### config.mk
export PLATFORM = sky130hd
export DESIGN_NAME = ad_wave_capture
export DESIGN_NICKNAME = d
export VERILOG_FILES = /design/src/rtl/ad_wave_capture.sv
export SDC_FILE = /design/constraint.sdc
export NUM_CORES = 2
export LEC_CHECK = 0
export BUFFER_PORTS_ARGS = -buffer_cell sky130_fd_sc_hd__buf_2
export CORE_MARGIN = 3
export CORE_UTILIZATION = 59
export CTS_BUF_LIST = sky130_fd_sc_hd__clkbuf_4
export CTS_CLUSTER_SIZE = 14
export DETAILED_ROUTE_END_ITERATION = 10
export GPL_ROUTABILITY_DRIVEN = 0
export PLACE_DENSITY = 0.78
export SLEW_MARGIN = 20
export SYNTH_ARGS = -nofsm -noshare
export SYNTH_HDL_FRONTEND = slang
export SYNTH_SLANG_ARGS = --single-unit
export TNS_END_PERCENT = 20
### constraint.sdc
create_clock -name sys_clk -period 3.2 [get_ports sys_clk]
set_clock_uncertainty 0.2 [all_clocks]
set_input_delay 0.64 -clock sys_clk [delete_from_list [all_inputs] [get_ports sys_clk]]
set_output_delay 0.64 -clock sys_clk [all_outputs]
set_load 0.03 [all_outputs]
### src/rtl/ad_wave_capture.sv
// Triggered single-shot capture of DEPTH ADC samples with frame max/min; trigger sample is written in its own cycle, rd_data lags rd_addr by 1 cycle.
// No backpressure: each sample_en is consumed or dropped in the cycle it arrives, and arm is ignored while busy.
module ad_wave_capture #(
  parameter int DEPTH   = 256,
  parameter int AW      = 8,
  parameter int TIMEOUT = 4096
) (
  input  logic          sys_clk,
  input  logic          sys_rst_n,
  input  logic          sample_en,
  input  logic [7:0]    ad_data,
  input  logic [7:0]    trig_level,
  input  logic          trig_edge,
  input  logic          auto_mode,
  input  logic          arm,
  input  logic [AW-1:0] rd_addr,
  output logic [7:0]    rd_data,
  output logic          busy,
  output logic          done,
  output logic          done_pulse,
  output logic          trig_forced,
  output logic [7:0]    max_val,
  output logic [7:0]    min_val
);

  localparam int TW = $clog2(TIMEOUT + 1);

  typedef enum logic [1:0] {IDLE, WAIT_TRIG, CAPTURE, DONE} state_t;

  state_t          state, state_nxt;
  logic [7:0]      mem [DEPTH];
  logic [AW-1:0]   wr_addr, wr_ptr;
  logic [7:0]      prev, acc_max, acc_min, max_nxt, min_nxt;
  logic            prev_valid;
  logic [TW-1:0]   to_cnt, to_cnt_inc;
  logic            crossing, timeout_hit, trig_fire, wr_en, frame_end, arm_take;

  always_comb begin
    to_cnt_inc  = (to_cnt == {TW{1'b1}}) ? to_cnt : to_cnt + TW'(1);
    crossing    = 1'b0;
    if (prev_valid) begin
      if (trig_edge) crossing = (prev > trig_level) && (ad_data <= trig_level);
      else           crossing = (prev < trig_level) && (ad_data >= trig_level);
    end
    timeout_hit = auto_mode && (to_cnt_inc >= TW'(TIMEOUT));
    max_nxt     = (ad_data > acc_max) ? ad_data : acc_max;
    min_nxt     = (ad_data < acc_min) ? ad_data : acc_min;
  end

  always_comb begin
    state_nxt = state;
    arm_take  = 1'b0;
    trig_fire = 1'b0;
    wr_en     = 1'b0;
    frame_end = 1'b0;
    wr_ptr    = wr_addr;
    case (state)
      IDLE, DONE: begin
        if (arm) begin
          arm_take  = 1'b1;
          state_nxt = WAIT_TRIG;
        end
      end
      WAIT_TRIG: begin
        if (sample_en && (crossing || timeout_hit)) begin
          trig_fire = 1'b1;
          wr_en     = 1'b1;
          wr_ptr    = '0;
          state_nxt = CAPTURE;
        end
      end
      CAPTURE: begin
        if (sample_en) begin
          wr_en = 1'b1;
          if (wr_addr == AW'(DEPTH - 1)) begin
            frame_end = 1'b1;
            state_nxt = DONE;
          end
        end
      end
      default: state_nxt = IDLE;
    endcase
  end

  always_ff @(posedge sys_clk or negedge sys_rst_n) begin
    if (!sys_rst_n) begin
      state       <= IDLE;
      wr_addr     <= '0;
      prev        <= '0;
      prev_valid  <= 1'b0;
      to_cnt      <= '0;
      acc_max     <= '0;
      acc_min     <= '0;
      max_val     <= '0;
      min_val     <= '0;
      trig_forced <= 1'b0;
      done_pulse  <= 1'b0;
    end else begin
      state      <= state_nxt;
      done_pulse <= frame_end;
      if (arm_take) begin
        prev_valid  <= 1'b0;
        to_cnt      <= '0;
        trig_forced <= 1'b0;
      end
      if (state == WAIT_TRIG && sample_en) begin
        prev       <= ad_data;
        prev_valid <= 1'b1;
        to_cnt     <= to_cnt_inc;
      end
      // A genuine crossing wins over a timeout landing on the same sample.
      if (trig_fire) begin
        acc_max     <= ad_data;
        acc_min     <= ad_data;
        wr_addr     <= AW'(1);
        trig_forced <= !crossing;
      end else if (state == CAPTURE && sample_en) begin
        acc_max <= max_nxt;
        acc_min <= min_nxt;
        wr_addr <= wr_addr + AW'(1);
      end
      if (frame_end) begin
        max_val <= max_nxt;
        min_val <= min_nxt;
      end
    end
  end

  // Frame RAM: no reset so it maps onto block RAM; read-before-write on collision.
  always_ff @(posedge sys_clk) begin
    if (wr_en) mem[wr_ptr] <= ad_data;
  end

  always_ff @(posedge sys_clk or negedge sys_rst_n) begin
    if (!sys_rst_n) rd_data <= '0;
    else            rd_data <= mem[rd_addr];
  end

  assign busy = (state == WAIT_TRIG) || (state == CAPTURE);
  assign done = (state == DONE);

endmodule

After elaboration in Yosys (flattened, before gate mapping)
Memories as Yosys holds them, arrays and structs flattened. A register that Yosys moved wholly into a read port is not among the register bits. Cells that the tools add are included.

Register bits: 66. Bits in latches: 0. Bits in writable memories: 2048. Memory bits (read-only): 0. Output and inout bits: 28. Word-level logic and storage cells: 80. Memories: 1.

Add/subtract/negate cells: 2. Multipliers: 0. Divide/modulo/power cells: 0. Magnitude comparators: 7. Eq/ne operators: 9. Shift-type cells: 0. Mux-type cells: 34. Bitwise logic cells: 0. Reductions and logical operators: 16.

Memories: mem (words 256, bits a word 8, read ports 1, clocked after Yosys merged registers in 1, wr ports 1, RTL line 31) `logic [7:0] mem [DEPTH];`.

Operators with widths (count): 8-bit 2-to-1 mux (10); 13-bit 2-to-1 mux (3); 8-bit greater-than comparator (2); 8-bit less-than comparator (2); 1-bit 2-to-1 mux (15); 13-bit by 1-bit adder with 13-bit output, second input constant (1); 13-bit == test, second input constant (1); 13-bit >= comparator, second input constant (1); 8-bit by 1-bit adder with 8-bit output, second input constant (1); 8-bit == test, second input constant (1); 8-bit >= comparator (1); 8-bit less-or-equal comparator (1); 2-bit 2-to-1 mux (4); 2-bit != test, second input constant (4); 1-bit logical AND (6); 2-bit one-hot mux with 3 select lines (1); 2-bit nonzero test (3); 2-bit == test, second input constant (2); 4-bit AND reduction (1); 2-bit by 1-bit == test with 1-bit output, second input constant (1); 1-bit logical NOT (2); 2-bit logical NOT (1); 1-bit logical OR (2); 1-bit one-hot mux with 2 select lines (1); 2-bit OR reduction (1).

Longest topological paths before layout
Depth after elaboration: 10. Gate-level depth with buffers: 12.

Least setup slack after synthesis
Ideal clock, no wire load.

Path kind: input -> register. Start: in trig_level[3]. End: mem mem[186][0] (enable). Arrival time: 3.151 ns. Setup slack: -0.546 ns. Cell stages on the path: 10. Buffers on the path: 2. Path through: inv_1 -> ha_1 -> and4_4 -> o311ai_0 -> a211o_2 -> a31o_2 -> buf_4 -> nand2_1 -> buf_2 -> nor4_1.

Cells in the longest elaborated chain, start to end: 10. Elaborated cells on any way between the ends: 16.

Ends and longest elaborated chain: start, declared (RTL line 12) `input logic [7:0] trig_level,`; 8-bit less-than comparator (tied with other cells) (RTL line 43) `else crossing = (prev < trig_level) && (ad_data >= trig_level);`; 1-bit logical AND (on tied branches) (RTL line 43, 42); 1-bit 2-to-1 mux * (RTL line 42) `if (trig_edge) crossing = (prev > trig_level) && (ad_data <= trig_level);`; 1-bit 2-to-1 mux * (RTL line 41) `if (prev_valid) begin`; 1-bit logical OR * (RTL line 65) `if (sample_en && (crossing || timeout_hit)) begin`; 1-bit logical AND * (RTL line 65); 1-bit 2-to-1 mux (RTL line 65); 1-bit one-hot mux with 2 select lines (RTL line 57) `case (state)`; 1-bit 2-to-1 mux (RTL line 131) `if (wr_en) mem[wr_ptr] <= ad_data;`; 1-bit 2-to-1 mux (implied by the code) (RTL line 131); end, declared (RTL line 31).

Mark *: on every way between the ends. The rest lies on a longest branch, timed or not.

Final worst setup path
Start: reg prev[1]. End: mem mem[20][5] (enable).

Cells in the longest elaborated chain, start to end: 10. Elaborated cells on any way between the ends: 14.

Ends and longest elaborated chain: start, declared (RTL line 33) `logic [7:0] prev, acc_max, acc_min, max_nxt, min_nxt;`; start signal, assigned (RTL line 107) `prev <= ad_data;`; 8-bit less-than comparator or 8-bit greater-than comparator (tied branches) (RTL line 43, 42); 1-bit logical AND (on tied branches) (RTL line 43, 42); 1-bit 2-to-1 mux * (RTL line 42); 1-bit 2-to-1 mux * (RTL line 41); 1-bit logical OR * (RTL line 65); 1-bit logical AND * (RTL line 65); 1-bit 2-to-1 mux (RTL line 65); 1-bit one-hot mux with 2 select lines (RTL line 57); 1-bit 2-to-1 mux (RTL line 131); 1-bit 2-to-1 mux (implied by the code) (RTL line 131).

Marked as above.

==> run summary <==
required time worst endpoint = 3.92 ns
P_leak = 32.75 nW
Initial Util = 0.5964
fmax = 0.2959 GHz
max-slew violations = 0
non-filler instance count after layout = 7273
wl on met1 = 77190 um
Highest Signal Layer = met5
WP data arrival = 4.10 ns
Hold Path Stages = 10
final WL = 222900 um
RSZ-0062 raised after global routing = yes
dpl hpwl = 142600 um
Final ANT Viol Nets = 0
antenna violations before repair = 9
Die Ht = 382.0 um
H-Tree Depth = 6
leading post-synthesis cells by cell area = edfxtp_1 74%, mux4_2 13%, dfrtp_1 2.2%
wire per inst = 30.64 um
final setup vio count = 467
Final Critical Period = 3.379 ns
clk root buf = clkbuf_4
CP Max Fanout = 27
total gr overflow = 0
die width = 382.0 um
Reg2Reg Depth = 11
hold_sp = trig_level[6]
failing checks = setup timing
die area = 145900 um^2
Synth Flop Type = edfxtp_1
worst hold-check path type = input pin to register
Worst slew margin = 0.2855
area leader, netlist = edfxtp_1
PwrDens = 607.2 nW/um^2
fillers = 8163
Post-synth EDFFs = 2048
CTS sink cnt = 2122
reg2reg end = mem[20][5]
post-layout util = 0.7046
register bit total from synthesis = 2122
maximum vdd ir drop = 622.7 uV
Detailed Routing Iterations Pass 1 = 6
first-pass GRT wire length = 322400 um
Ys Warns = 0
Total Nets Final = 5085
I/O pin cnt = 58
critical path class = register to register
Cell Rows = 137
clock buffer count from CTS = 534
area share of the largest cell type after synthesis = 0.7372
Max clock buf depth = 4
Avg Vias per Cell = 6.517
GRT Overall Usage = 0.3069
Post-Synthesis Cell Area = 83430 um^2
clock slew at reported path FFs = 0.06 ns
Setup crit end kind = register
Distinct cells, synth = 76
total power = 59.85 mW
setup TNS = -20.18 ns
Post-synth ARST share = 0.03487
share of cells above drive strength 1 = 0.4081
FF-to-FF setup slack = -0.18 ns
result of the run = finished with violations
placed cells = 6298
TritonCTS clock tree = built
WL met3 = 31450 um
Area Growth Syn to Fin = 18.13%
number of port buffers = 57
detailed-route via count = 47400
Fin Hold WS = 0.1404 ns
later-pin clock latency in the skew report = 1.36 ns
CP Launch Type = register
vias in the first global route = 47830
Seq/Total Area, Yosys = 0.7594
worst-margin pin slew = 1.072 ns
FF-to-FF Start = prev[1]
core area = 139900 um^2
cells after synthesis = 4078
Final Cycle Share = 1.056
met2 wire length = 103400 um
Final Worst Setup Slack = -0.1792 ns
number of hold violations in the final report = 0
Net Count, Synth = 4144
hold endpoint = trig_forced
detailed-route DRC error count = 0
Avg Inst Size Synth = 20.46 um^2
Starting DRT DRC Count = 6838
number of max-cap violations = 0
largest net degree at the start of global routing = 211
## sequential cells by signal, indices dropped and copies added (netlist names)
register	flops
trig_forced	1
wr_addr	8
to_cnt	13
mem	2048
acc_min	8
rd_data	8
max_val	8
acc_max	8
state	2
done_pulse	1
min_val	8
prev_valid	1
prev	8
## synth_stat cells (3+ instances only)
| cell type | instances |
|---|---|
| a2111oi_0 | 5 |
| a21oi_1 | 93 |
| a221oi_1 | 23 |
| a22o_1 | 25 |
| a22oi_1 | 157 |
| a31oi_1 | 8 |
| a41oi_1 | 3 |
| and2_1 | 7 |
| and3_4 | 3 |
| buf_1 | 16 |
| buf_2 | 78 |
| buf_4 | 45 |
| buf_6 | 28 |
| clkbuf_1 | 65 |
| clkbuf_8 | 3 |
| dfrtp_1 | 74 |
| edfxtp_1 | 2048 |
| ha_1 | 36 |
| inv_1 | 26 |
| mux2_2 | 18 |
| mux2i_1 | 83 |
| mux4_2 | 491 |
| nand2_1 | 139 |
| nand2b_1 | 15 |
| nand3_1 | 35 |
| nand3b_1 | 6 |
| nand4_1 | 16 |
| nor2_1 | 266 |
| nor2_4 | 10 |
| nor2b_1 | 22 |
| nor3_1 | 46 |
| nor4_1 | 37 |
| o211ai_1 | 35 |
| o21ai_0 | 25 |
| o22a_1 | 3 |
| o22ai_1 | 23 |
| o31a_1 | 3 |
| or2_2 | 4 |
| or3_1 | 3 |
| or4_1 | 3 |
| xor2_1 | 5 |
## kinds of logic (layout without fill, tap and decap cells)
logic type | Yosys count | in the layout | share of synthesized area
adders and majority gates | 36 | 36 | 0.005399
DFF | 2122 | 2122 | 0.7594
and+or+nand+nor | 628 | 628 | 0.03508
AOI/OAI and AO/OA | 429 | 429 | 0.03632
muxes | 592 | 592 | 0.1449
xor gates and xnor gates | 7 | 7 | 0.0007349
other | 0 | 13 | 0
buffers and inverters | 264 | 1570 | 0.01816
## worst max-delay path, cell delays in order (launching register included)
cell and delay [ns]:
dfrtp_1 0.41, ha_4 0.28, nor2b_4 0.13, o211ai_1 0.13
a21oi_2 0.24, a211o_2 0.16, a31o_4 0.16, buf_12 0.10
buf_12 0.15, nand3_2 0.12, buf_12 0.20, nor2_1 0.62
## layer usage
metal	vias up	global-route usage
li1	19180	-
met1	23880	0.4160
met2	3742	0.4610
met3	595	0.1004
met4	6	0.1394
met5	-	0
## where the power goes
part | leakage (nW) | switching [mW] | internal (mW) | total (mW)
Combinational | 9.46 | 4.05 | 2.43 | 6.48
Sequential | 19.4 | 0.229 | 30.7 | 30.9
Clock | 3.94 | 10.6 | 11.9 | 22.5
## per-stage QoR
step                setup WS, ns  area (um^2)
floorplan                -0.2417        83960
global placement         -0.6539        90230
detailed placement       -0.7255        90230
CTS                      -0.2171        97550
global route             -0.2301        98540
finish                   -0.1792        98550
## cell usage in the layout, fill, tap and decap left out, types with 27 or more instances in the layout
cell type / n
buf_2: 45
nor2_2: 101
edfxtp_1: 2048
nor2_4: 85
nor2_1: 91
a21oi_1: 92
buf_12: 86
dfrtp_1: 74
clkinv_1: 96
ha_1: 33
mux2i_1: 83
nand2_1: 138
clkbuf_4: 753
o211ai_1: 35
nand3_1: 33
mux4_2: 491
a22oi_1: 157
dlygate4sd3_1: 27
buf_4: 442
## cell type report
type                       count  area [um^2]  share of cell area
inverter                      27        106.4            0.001079
antenna                       13        32.53           0.0003301
sequential                  2122        63350              0.6428
clock inverter               149        942.2            0.009560
clock buffer                 752         5645             0.05728
tap                         1876         2347             0.02382
timing repair buffer         642         6140             0.06230
multi-input combinational   1692        19990              0.2028
## repair_timing
action | in CTS | in global routing
pin swaps | 4 | 38
setup buffers | 6 | 21
gates cloned | 0 | 4
gates resized for setup | 116 | 171
hold endpoints to repair | 394 | 0
endpoints found under the setup margin | 1559 | 1915
hold buffers | 29 | 0
## worst max-delay path by stage
stage | from | to | slack [ns] | depth (start not counted)
floorplan | trig_level[1] | mem[225][0] | -0.24 | 11
global placement | ad_data[0] | mem[147][7] | -0.65 | 11
detailed placement | ad_data[0] | mem[147][7] | -0.73 | 11
CTS | prev[1] | mem[221][4] | -0.22 | 10
global route | prev[1] | mem[20][1] | -0.23 | 11
finish | prev[1] | mem[20][5] | -0.18 | 11
Power figures use the tool's default switching activity.
